$ cat config.mk
export PLATFORM = sky130hd
export DESIGN_NAME = spi_frame_receiver
export DESIGN_NICKNAME = d
export VERILOG_FILES = /design/src/rtl/spi_frame_receiver.sv
export SDC_FILE = /design/constraint.sdc
export NUM_CORES = 1
export LEC_CHECK = 0
export CAP_MARGIN = 15
export CORE_MARGIN = 3
export CORE_UTILIZATION = 49
export DETAILED_ROUTE_END_ITERATION = 10
export GPL_ROUTABILITY_DRIVEN = 1
export PLACE_DENSITY = 0.74
export REMOVE_ABC_BUFFERS = 1
export SYNTH_ARGS = -nofsm -noshare
export SYNTH_HDL_FRONTEND = slang
export SYNTH_SLANG_ARGS = --single-unit
$ cat constraint.sdc
create_clock -name clk -period 1.6 [get_ports clk]
set_clock_uncertainty 0.15 [all_clocks]
set_input_delay 0.24 -clock clk [delete_from_list [all_inputs] [get_ports clk]]
set_output_delay 0.24 -clock clk [all_outputs]
set_load 0.005 [all_outputs]
$ cat src/rtl/spi_frame_receiver.sv
// spi_frame_receiver
//   Front end of the SPI register-write path that feeds the PWM peripheral.
//   Brings the asynchronous SCLK/COPI/nCS pins into the clk domain and
//   assembles SPI mode-0 frames, MSB first. A complete frame produces a
//   one-cycle frame_valid strobe carrying {rw, addr[6:0], data[7:0]}. A frame
//   that ends with any other bit count produces a one-cycle frame_err strobe.
//
// Ports
//   clk          system clock
//   rst          synchronous reset, active-high
//   sclk_in      raw SPI clock pin (asynchronous)
//   copi_in      raw SPI data-in pin (asynchronous)
//   ncs_in       raw SPI chip-select pin, active-low (asynchronous)
//   frame_valid  one-cycle pulse: a well-formed frame was received
//   frame_rw     bit 15 of the last valid frame (1 = write)
//   frame_addr   bits 14:8 of the last valid frame
//   frame_data   bits 7:0 of the last valid frame
//   frame_err    one-cycle pulse: the frame ended with the wrong bit count
//   busy         high while a frame is in progress
module spi_frame_receiver #(
  parameter int SYNC_STAGES = 2,
  parameter int FRAME_BITS  = 16
) (
  input  logic       clk,
  input  logic       rst,
  input  logic       sclk_in,
  input  logic       copi_in,
  input  logic       ncs_in,
  output logic       frame_valid,
  output logic       frame_rw,
  output logic [6:0] frame_addr,
  output logic [7:0] frame_data,
  output logic       frame_err,
  output logic       busy
);

  localparam int CNT_W = $clog2(FRAME_BITS + 2);
  localparam logic [CNT_W-1:0] CNT_DONE = CNT_W'(FRAME_BITS);
  localparam logic [CNT_W-1:0] CNT_SAT  = CNT_W'(FRAME_BITS + 1);

  typedef enum logic {
    IDLE,
    RECV
  } state_t;

  logic [SYNC_STAGES-1:0] sclkSync_q;
  logic [SYNC_STAGES-1:0] copiSync_q;
  logic [SYNC_STAGES-1:0] ncsSync_q;
  logic                   sclkPrev_q;
  logic                   ncsPrev_q;
  logic [SYNC_STAGES:0]   realPipe_q;

  state_t                 state_q;
  logic [FRAME_BITS-1:0]  shreg_q;
  logic [FRAME_BITS-1:0]  shreg_d;
  logic [CNT_W-1:0]       bitCnt_q;
  logic [CNT_W-1:0]       bitCnt_d;

  logic sclkSync;
  logic copiSync;
  logic ncsSync;
  logic sclkRise;
  logic ncsFall;
  logic ncsRise;

  // Pin synchronisers plus one history flop per edge-detected pin.
  // realPipe_q marks when the history flop holds a genuinely sampled value.
  // The nCS chain resets to "deselected", so a pin that is already low when
  // reset releases would otherwise look like a falling edge and start a frame.
  always_ff @(posedge clk) begin
    if (rst) begin
      sclkSync_q <= '0;
      copiSync_q <= '0;
      ncsSync_q  <= '1;
      sclkPrev_q <= 1'b0;
      ncsPrev_q  <= 1'b1;
      realPipe_q <= '0;
    end else begin
      sclkSync_q <= {sclkSync_q[SYNC_STAGES-2:0], sclk_in};
      copiSync_q <= {copiSync_q[SYNC_STAGES-2:0], copi_in};
      ncsSync_q  <= {ncsSync_q[SYNC_STAGES-2:0], ncs_in};
      sclkPrev_q <= sclkSync;
      ncsPrev_q  <= ncsSync;
      realPipe_q <= {realPipe_q[SYNC_STAGES-1:0], 1'b1};
    end
  end

  assign sclkSync = sclkSync_q[SYNC_STAGES-1];
  assign copiSync = copiSync_q[SYNC_STAGES-1];
  assign ncsSync  = ncsSync_q[SYNC_STAGES-1];

  assign sclkRise = sclkSync & ~sclkPrev_q;
  assign ncsFall  = ~ncsSync & ncsPrev_q & realPipe_q[SYNC_STAGES];
  assign ncsRise  = ncsSync & ~ncsPrev_q;

  // Next shift-register value and saturating bit count for one SCLK edge.
  // Saturating one past a full frame keeps an over-long frame distinguishable
  // from a complete one however many extra edges arrive.
  always_comb begin
    shreg_d  = {shreg_q[FRAME_BITS-2:0], copiSync};
    bitCnt_d = bitCnt_q;
    if (bitCnt_q != CNT_SAT) begin
      bitCnt_d = bitCnt_q + CNT_W'(1);
    end
  end

  // Frame FSM. The end of a frame takes priority over an SCLK edge seen in
  // the same cycle, so that edge is not counted.
  always_ff @(posedge clk) begin
    if (rst) begin
      state_q     <= IDLE;
      shreg_q     <= '0;
      bitCnt_q    <= '0;
      frame_valid <= 1'b0;
      frame_err   <= 1'b0;
      frame_rw    <= 1'b0;
      frame_addr  <= '0;
      frame_data  <= '0;
      busy        <= 1'b0;
    end else begin
      frame_valid <= 1'b0;
      frame_err   <= 1'b0;
      case (state_q)
        IDLE: begin
          if (ncsFall) begin
            shreg_q  <= '0;
            bitCnt_q <= '0;
            state_q  <= RECV;
            busy     <= 1'b1;
          end
        end
        RECV: begin
          if (ncsRise) begin
            state_q <= IDLE;
            busy    <= 1'b0;
            if (bitCnt_q == CNT_DONE) begin
              frame_valid <= 1'b1;
              frame_rw    <= shreg_q[FRAME_BITS-1];
              frame_addr  <= shreg_q[FRAME_BITS-2 -: 7];
              frame_data  <= shreg_q[7:0];
            end else begin
              frame_err <= 1'b1;
            end
          end else if (sclkRise) begin
            shreg_q  <= shreg_d;
            bitCnt_q <= bitCnt_d;
          end
        end
        default: begin
          state_q <= IDLE;
          busy    <= 1'b0;
        end
      endcase
    end
  end

endmodule

# Yosys cells after proc, flatten, opt, wreduce, memory -nomap -nowiden
# Index checks and enable logic that the tools add are counted.
# totals
mem_count	0
input_bits	5
ram_bits	0
wordCells	56
regBits	52
latchBits	0
romBits	0
out_inout_bits	19
# op_classes
eq_ne	7
bitwise	9
magnitude_cmp	0
n_reduce_logical	5
add_sub_neg	1
div	0
muxes	18
shifts	0
multipliers	0
# ops
cell	count
$mux 16	3
$pmux 16 s2	1
$mux 5	4
$pmux 5 s2	1
$mux 1	7
$ne 2x1->1 const B	3
$reduce_and 3->1	2
$add 5x1->5 const B	1
$eq 5x5->1 const B	1
$ne 5x5->1 const B	1
$not 1->1	5
$and 1x1->1	4
$ne 2x2->1 const B	2
$pmux 1 s2	2
$reduce_and 4->1	1
$reduce_or 3->1	1
$reduce_and 2->1	1

# Logic depth before layout (Yosys ltp)
# Gate-level depths: netlist of the first run.
# logic_depth
word_depth	5
mapped_depth	8
mapped_depth_nobuf	6

# Least setup slack after synthesis of the first run
# OpenSTA, ideal clock, no wires.
# synth_path
kind	reg-to-reg
start	register bitCnt_q[0]
end	register frame_addr[6]
path_buffers	2
synth_period_minus_slack_ns	1.629
required_ns	1.309
t_arrival_ns	1.338
slack_ns	-0.029
setup_ns	0.141
path_stages_with_launch	9
cell_sequence	dfxtp_1 -> inv_1 -> ha_1 -> nand4bb_1 -> or2_1 -> buf_2 -> buf_2 -> nand2_1 -> a21oi_1
# synth_between
elab_chain_len	2
# synth_lines
item	line_no	source
start, declared	56	logic [CNT_W-1:0] bitCnt_q;
start signal, assigned	146	bitCnt_q <= bitCnt_d;
$eq 5x5->1	136	if (bitCnt_q == CNT_DONE) begin
$reduce_and 3->1 (no line)	n/a	
end signal, assigned	139	frame_addr <= shreg_q[FRAME_BITS-2 -: 7];
end, declared	31	output logic [6:0] frame_addr,
# Every way passes these cells.
# A chain may end at the register's enable or synchronous reset.

# Final worst setup path of the first run
# layout_path
start	register frame_addr[4]
end	output port frame_addr[4]
# No word-level cell between the ends.

==> impl_results.md, run 1 <==
* Status: completed
* Sw frac at 19.8%
* Pint at 1900 uW
* Residual DRC at 0
* Delay-heaviest family, CP: buffers and inverters
* Placer Congestion at 0.762
* Die width at 69.8 um
* Share of layout cells above drive strength 1 at 26.9%
* First-pass GRT wire length at 6200 um
* Combinational share of power at 3.3%
* CTS Buf Count at 5
* Max-capacitance violation count at 0
* Hold Path Class: input pin to flop
* Ys Warns at 0
* Syn Area/Cell at 9.20 sq um
* Relative slew slack at 82.3%
* Initial drt markers at 69
* Flop pwr share at 55.7%
* Most frequent cells in the layout: nand2_1, dfxtp_1, a21oi_1, clkdlybuf4s50_1
* Top-area cell type share of the netlist area at 52.1%
* Reg clk slew, reported paths at 0.10 ns
* Slowest stage cell, crit path: clkdlybuf4s50_1
* Site Rows at 22
* H-tree depth at 2
* Fmax at 648 MHz
* LEAKAGE at 0.000882 uW
* Fin. max-slew vios at 0
* Setup crit start: frame_addr[4]
* I/O Buffers at 23
* Busiest grt layer: met2
* Routed WL at 3810 um
* Hold Vio Cnt, Final at 0
* VDD IR max at 0.601 mV
* Fillers at 310
* Final nets at 260
* M3 GR Usage at 3.04%
* Grt met1 use at 20.9%
* Crit path cell chain: clkdlybuf4s50_1
* R2R Path Start: bitCnt_q[1]
* Critical Path Fanout Max at 2
* Final-report setup violation count at 0
* Hold_ws at 0.123 ns
* RSZ-0062 raised after global routing: true
* Number of synthesized register bits at 52
* Die ar. at 4880 sq um
* Crit path arrival time at 1.15 ns
* Final ANT Viol Nets at 0
* CP peak stage delay at 0.51 ns
* Gr usage total at 15.3%
* Setup Crit Path Kind: flop to output port
* HPWL after DPL at 2410 um
* Clock Power Share at 41.0%
* WP buf/inv at 1
* Layout Area Growth over Synthesis at 31.3%
* Avg Vias per Cell at 5.12
* Placed insts at 291
* Cell Count, Final, Fillers Out at 301
* CTS tree: done
* Worst-Skew Late Latency at 0.30 ns
* Worst Max-Slew Pin Slew at 0.265 ns
* Commonest non-fill, non-tap cell in the layout: nand2_1
* Hold Crit Start: rst
* Post-Syn Area at 2000 sq um
* Die Height at 69.8 um
* CTS max path bufs at 2
* Total gr overflow at 0
* CP endpoint kind: output port
* Vias in the first global route at 1387
* Initial antenna violation count at 0
* Power Density at 901 nW/um^2
* # clock sinks at 52
* Net switching power at 467 uW
* Post-synthesis cell count at 217
* Largest net degree at the start of global routing at 28
* Register area share after synthesis at 52.1%
* Unique masters post-synth at 33
* Top post-synthesis cells by area: dfxtp_1, nand2_1, a21oi_1
* Vias at 1541
* Setup tns final at 0 ns
* Root Driver: clkbuf_8
* Largest area contributor in the netlist: dfxtp_1
* Core Footprint at 3800 sq um
* Period minus WS final at 1.54 ns
* Final Power at 2360 uW
* I/O pins at 24
* Initial Utilization at 52.6%
* Met2 GRT Util at 23.4%
* Critical path launch point type: flop
* CP required at 1.21 ns
* Antenna cells at 0
* Fin crit share at 96.4%
* DR pass1 iterations at 4
* Detailed-route wire length per cell at 12.7 um
[final timing paths]
path / slack (ns) / end / depth (start not counted)
max: 0.06 / frame_addr[4] / 1
min: 0.12 / frame_data[0] / 2
max reg2reg: 0.07 / frame_addr[2] / 8
min reg2reg: 0.27 / ncsSync_q[1] / 1
[state kept, by name, indices dropped and copies added (netlist names), 2 cells and up]
name        cells
realPipe_q      3
frame_addr      7
bitCnt_q        5
shreg_q        16
sclkSync_q      2
ncsSync_q       2
frame_data      8
copiSync_q      2
[cells in the mapped netlist]
master	count
inv_1	3
nor3b_1	2
buf_8	1
o211ai_1	2
ha_1	3
a311oi_1	1
o41ai_1	2
nand3_1	10
nand2b_1	1
dfxtp_1	52
a21o_1	1
or2_1	5
o21bai_1	1
nor2_2	1
nor2_1	3
a21oi_2	8
nor3_1	1
and4bb_4	1
inv_2	1
nand4bb_1	1
buf_2	6
a31oi_4	1
mux2i_1	1
buf_6	1
a21oi_1	28
a31o_1	1
nand2_1	52
clkbuf_1	6
nand4_1	1
and3_1	1
nand3_2	10
nor2b_1	8
nand3b_1	1
[power groups by stage]
stage	clock network (uW)	registers, uW	logic [uW]
floorplan	0	1350	21.7
global placement	0	1340	74.7
detailed placement	0	1340	75.6
CTS	974	1310	75.4
global route	1020	1320	84.7
finish	970	1320	77.5
[final cells by class]
type                            count  area, sq um  area share (%)
Clock buffer                        7         96.3            3.67
Clock inverter                      1         30.0            1.15
Timing Repair Buffer               42          448            17.1
Inverter                            4         15.0           0.573
Sequential cell                    52         1050            39.9
Multi-Input combinational cell    147          927            35.4
Tap cell                           48         60.1            2.29
[stage by stage]
| stage | util (%) | setup slack [ns] | instance area [sq um] |
|---|---|---|---|
| after global placement | 63.0 | 0.0867 | 2390 |
| after floorplan | - | -0.494 | 1920 |
| final | 69.0 | 0.0574 | 2620 |
| after detailed placement | 63.0 | 0.0539 | 2390 |
| after CTS | 66.3 | 0.0309 | 2520 |
| after global routing | 69.0 | -0.0332 | 2620 |
[cell families after synthesis]
logic type / Yosys count / share of synthesized area, %
AOI/OAI and AO/OA: 45 / 14.8
adders and majority gates: 3 / 1.88
buffers and inverters: 18 / 4.70
DFF: 52 / 52.1
muxes: 1 / 0.501
and+or+nand+nor: 98 / 25.9
[routing by layer]
metal | share of wire [%] | up-vias
li1 | - | 800
met1 | 48 | 710
met2 | 47 | 23
met3 | 3.5 | 8
met4 | 1.4 | 0
met5 | 0 | -
[timing repair]
action	in CTS	in global routing
hold buffers	0	0
setup endpoints to repair	0	35
resized for setup	0	21
buffers inserted	0	1
endpoints found under the hold margin	0	0
Power figures use the tool's default switching activity.
==> run 2, diff against run 1 <==
--- a/config.mk
+++ b/config.mk
@@ -6,7 +6,7 @@
 export NUM_CORES = 1
 export LEC_CHECK = 0
 export CAP_MARGIN = 15
-export CORE_MARGIN = 3
+export CORE_MARGIN = 4
 export CORE_UTILIZATION = 49
 export DETAILED_ROUTE_END_ITERATION = 10
 export GPL_ROUTABILITY_DRIVEN = 1
==> run 2 against run 1 <==
First-iteration DRC count shrank 23%. Clock power shrank 8.6%. Sequential share of layout area grew 0.61 points. Register-to-register slack lost 0.02 ns. Non-clock buffer count grew 3. Final cell count grew 1.0%. Wire length grew 2.4%. Hold slack lost 0.0060 ns. Core utilization shrank 1.1 points. Largest cell class unchanged.
==> impl_results.md, run 2 (synthesized netlist as in run 1, its figures left out) <==
* Largest net degree at the start of global routing at 24
* Worst-Skew Late Latency at 0.31 ns
* WP depth at 1
* Delay-heaviest family, CP: buffers and inverters
* I/O pins at 24
* HPWL after DPL at 2460 um
* Max-capacitance violation count at 0
* Fin. max-slew vios at 0
* CTS tree: done
* Power Density at 882 nW/um^2
* Final nets at 263
* Crit path cell chain: clkdlybuf4s50_1
* First-pass GRT wire length at 6150 um
* Routed WL at 3900 um
* Crit path arrival time at 1.16 ns
* Root Driver: clkbuf_8
* Die Height at 71.8 um
* Commonest non-fill, non-tap cell in the layout: nand2_1
* Period minus WS final at 1.55 ns
* VDD IR max at 0.691 mV
* Critical Path Fanout Max at 2
* Die width at 71.8 um
* Largest register FFs at 16
* Fmax at 644 MHz
* Relative slew slack at 82.2%
* CP peak stage delay at 0.50 ns
* Total gr overflow at 0
* Largest register by flop count: shreg_q
* Hold path depth at 2
* Final Power at 2280 uW
* WP buf/inv at 1
* # hold bufs at CTS at 0
* Hold Path Class: input pin to flop
* Largest regs: shreg_q: 16 flops, frame_data: 8 flops, frame_addr: 7 flops
* Detailed-route wire length per cell at 12.8 um
* Most frequent cells in the layout: nand2_1, dfxtp_1, a21oi_1, clkdlybuf4s50_1, buf_4
* H-tree depth at 2
* Setup Crit Path Kind: flop to output port
* Fillers at 325
* Final-report setup violation count at 0
* Final ANT Viol Nets at 0
* Critical path launch point type: flop
* Reg clk slew, reported paths at 0.09 ns
* Hold_ws at 0.117 ns
* CTS max path bufs at 2
* Layout Utilization at 67.9%
* Placer Congestion at 0.765
* Avg Vias per Cell at 5.10
* Initial drt markers at 53
* CP endpoint kind: output port
* Residual DRC at 0
* Site Rows at 22
* Share of layout cells above drive strength 1 at 24.6%
* # clock sinks at 52
* LEAKAGE at 0.000883 uW
* Layout Area Growth over Synthesis at 29.2%
* Fin crit share at 97.0%
* Vias in the first global route at 1384
* CP required at 1.21 ns
* Initial antenna violation count at 0
* Slowest stage cell, crit path: clkdlybuf4s50_1
* DR pass1 iterations at 4
* R2R depth at 8
* Status: completed
* Initial Utilization at 52.6%
* Die ar. at 5160 sq um
* Core Footprint at 3800 sq um
* Worst Max-Slew Pin Slew at 0.263 ns
* Hold Vio Cnt, Final at 0
* Final WS setup at 0.0484 ns
* Gr usage total at 15.2%
* I/O Buffers at 23
* Antenna cells at 0
* Setup WS pre-CTS at 0.0646 ns
* Vias at 1549
* CTS Buf Count at 5
==> run 2: cell types whose count changed in the layout (fill, tap and decap cells not counted), moves of 2 or more <==
cell,previous run,this run
clkbuf_8,7,5
buf_4,13,17
a21oi_2,13,10
a21oi_1,23,26
==> run 2: per-stage QoR <==
stage	setup TNS [ns]	instances	area [sq um]
5_1_grt	-0.351	304	2580
6_report	0	304	2580
3_3_place_gp	0	294	2400
3_5_place_dp	0	294	2400
2_1_floorplan	-12.78	203	1920
4_1_cts	0	302	2510
==> run 2: power breakdown <==
part           internal, uW  switching, uW  total (uW)
Sequential             1310           6.44        1320
Combinational          34.5           40.2        74.7
Clock                   464            422         887
==> run 2: timing repair <==
item | in CTS | in global routing
resized for setup | 0 | 14
setup buffers | 0 | 1
setup endpoints to repair | 0 | 36
==> run 2: cell type report <==
class                           instances  area, sq um  area share [%]
Clock buffer                            6         72.6            2.81
Clock inverter                          2         35.0            1.36
Inverter                                4         15.0           0.582
Tap cell                               48         60.1            2.33
Timing Repair Buffer                   45          460            17.8
Multi-Input combinational cell        147          892            34.6
Sequential cell                        52         1040            40.5
==> run 2: worst paths after layout <==
kind | slack (ns) | endpoint | startpoint
worst max-delay path | 0.05 | frame_data[4] | frame_data[4]
worst min-delay path | 0.12 | state_q | rst
worst max register to register | 0.05 | frame_addr[3] | bitCnt_q[0]
worst min register to register | 0.26 | ncsSync_q[1] | ncsSync_q[0]
==> run 2: per-layer routing <==
layer,wire (um),GRT usage [%]
met1,1880,19.4
met2,1790,23.2
met3,132,4.63
met4,104,7.52
met5,0,0
==> run 3, diff against run 2 <==
--- a/config.mk
+++ b/config.mk
@@ -5,8 +5,8 @@
 export SDC_FILE = /design/constraint.sdc
 export NUM_CORES = 1
 export LEC_CHECK = 0
-export CAP_MARGIN = 15
-export CORE_MARGIN = 4
+export CAP_MARGIN = 20
+export CORE_MARGIN = 3
 export CORE_UTILIZATION = 49
 export DETAILED_ROUTE_END_ITERATION = 10
 export GPL_ROUTABILITY_DRIVEN = 1
==> results of run 3 <==
Final layout, timing and power as in run 1 (identical DEF).
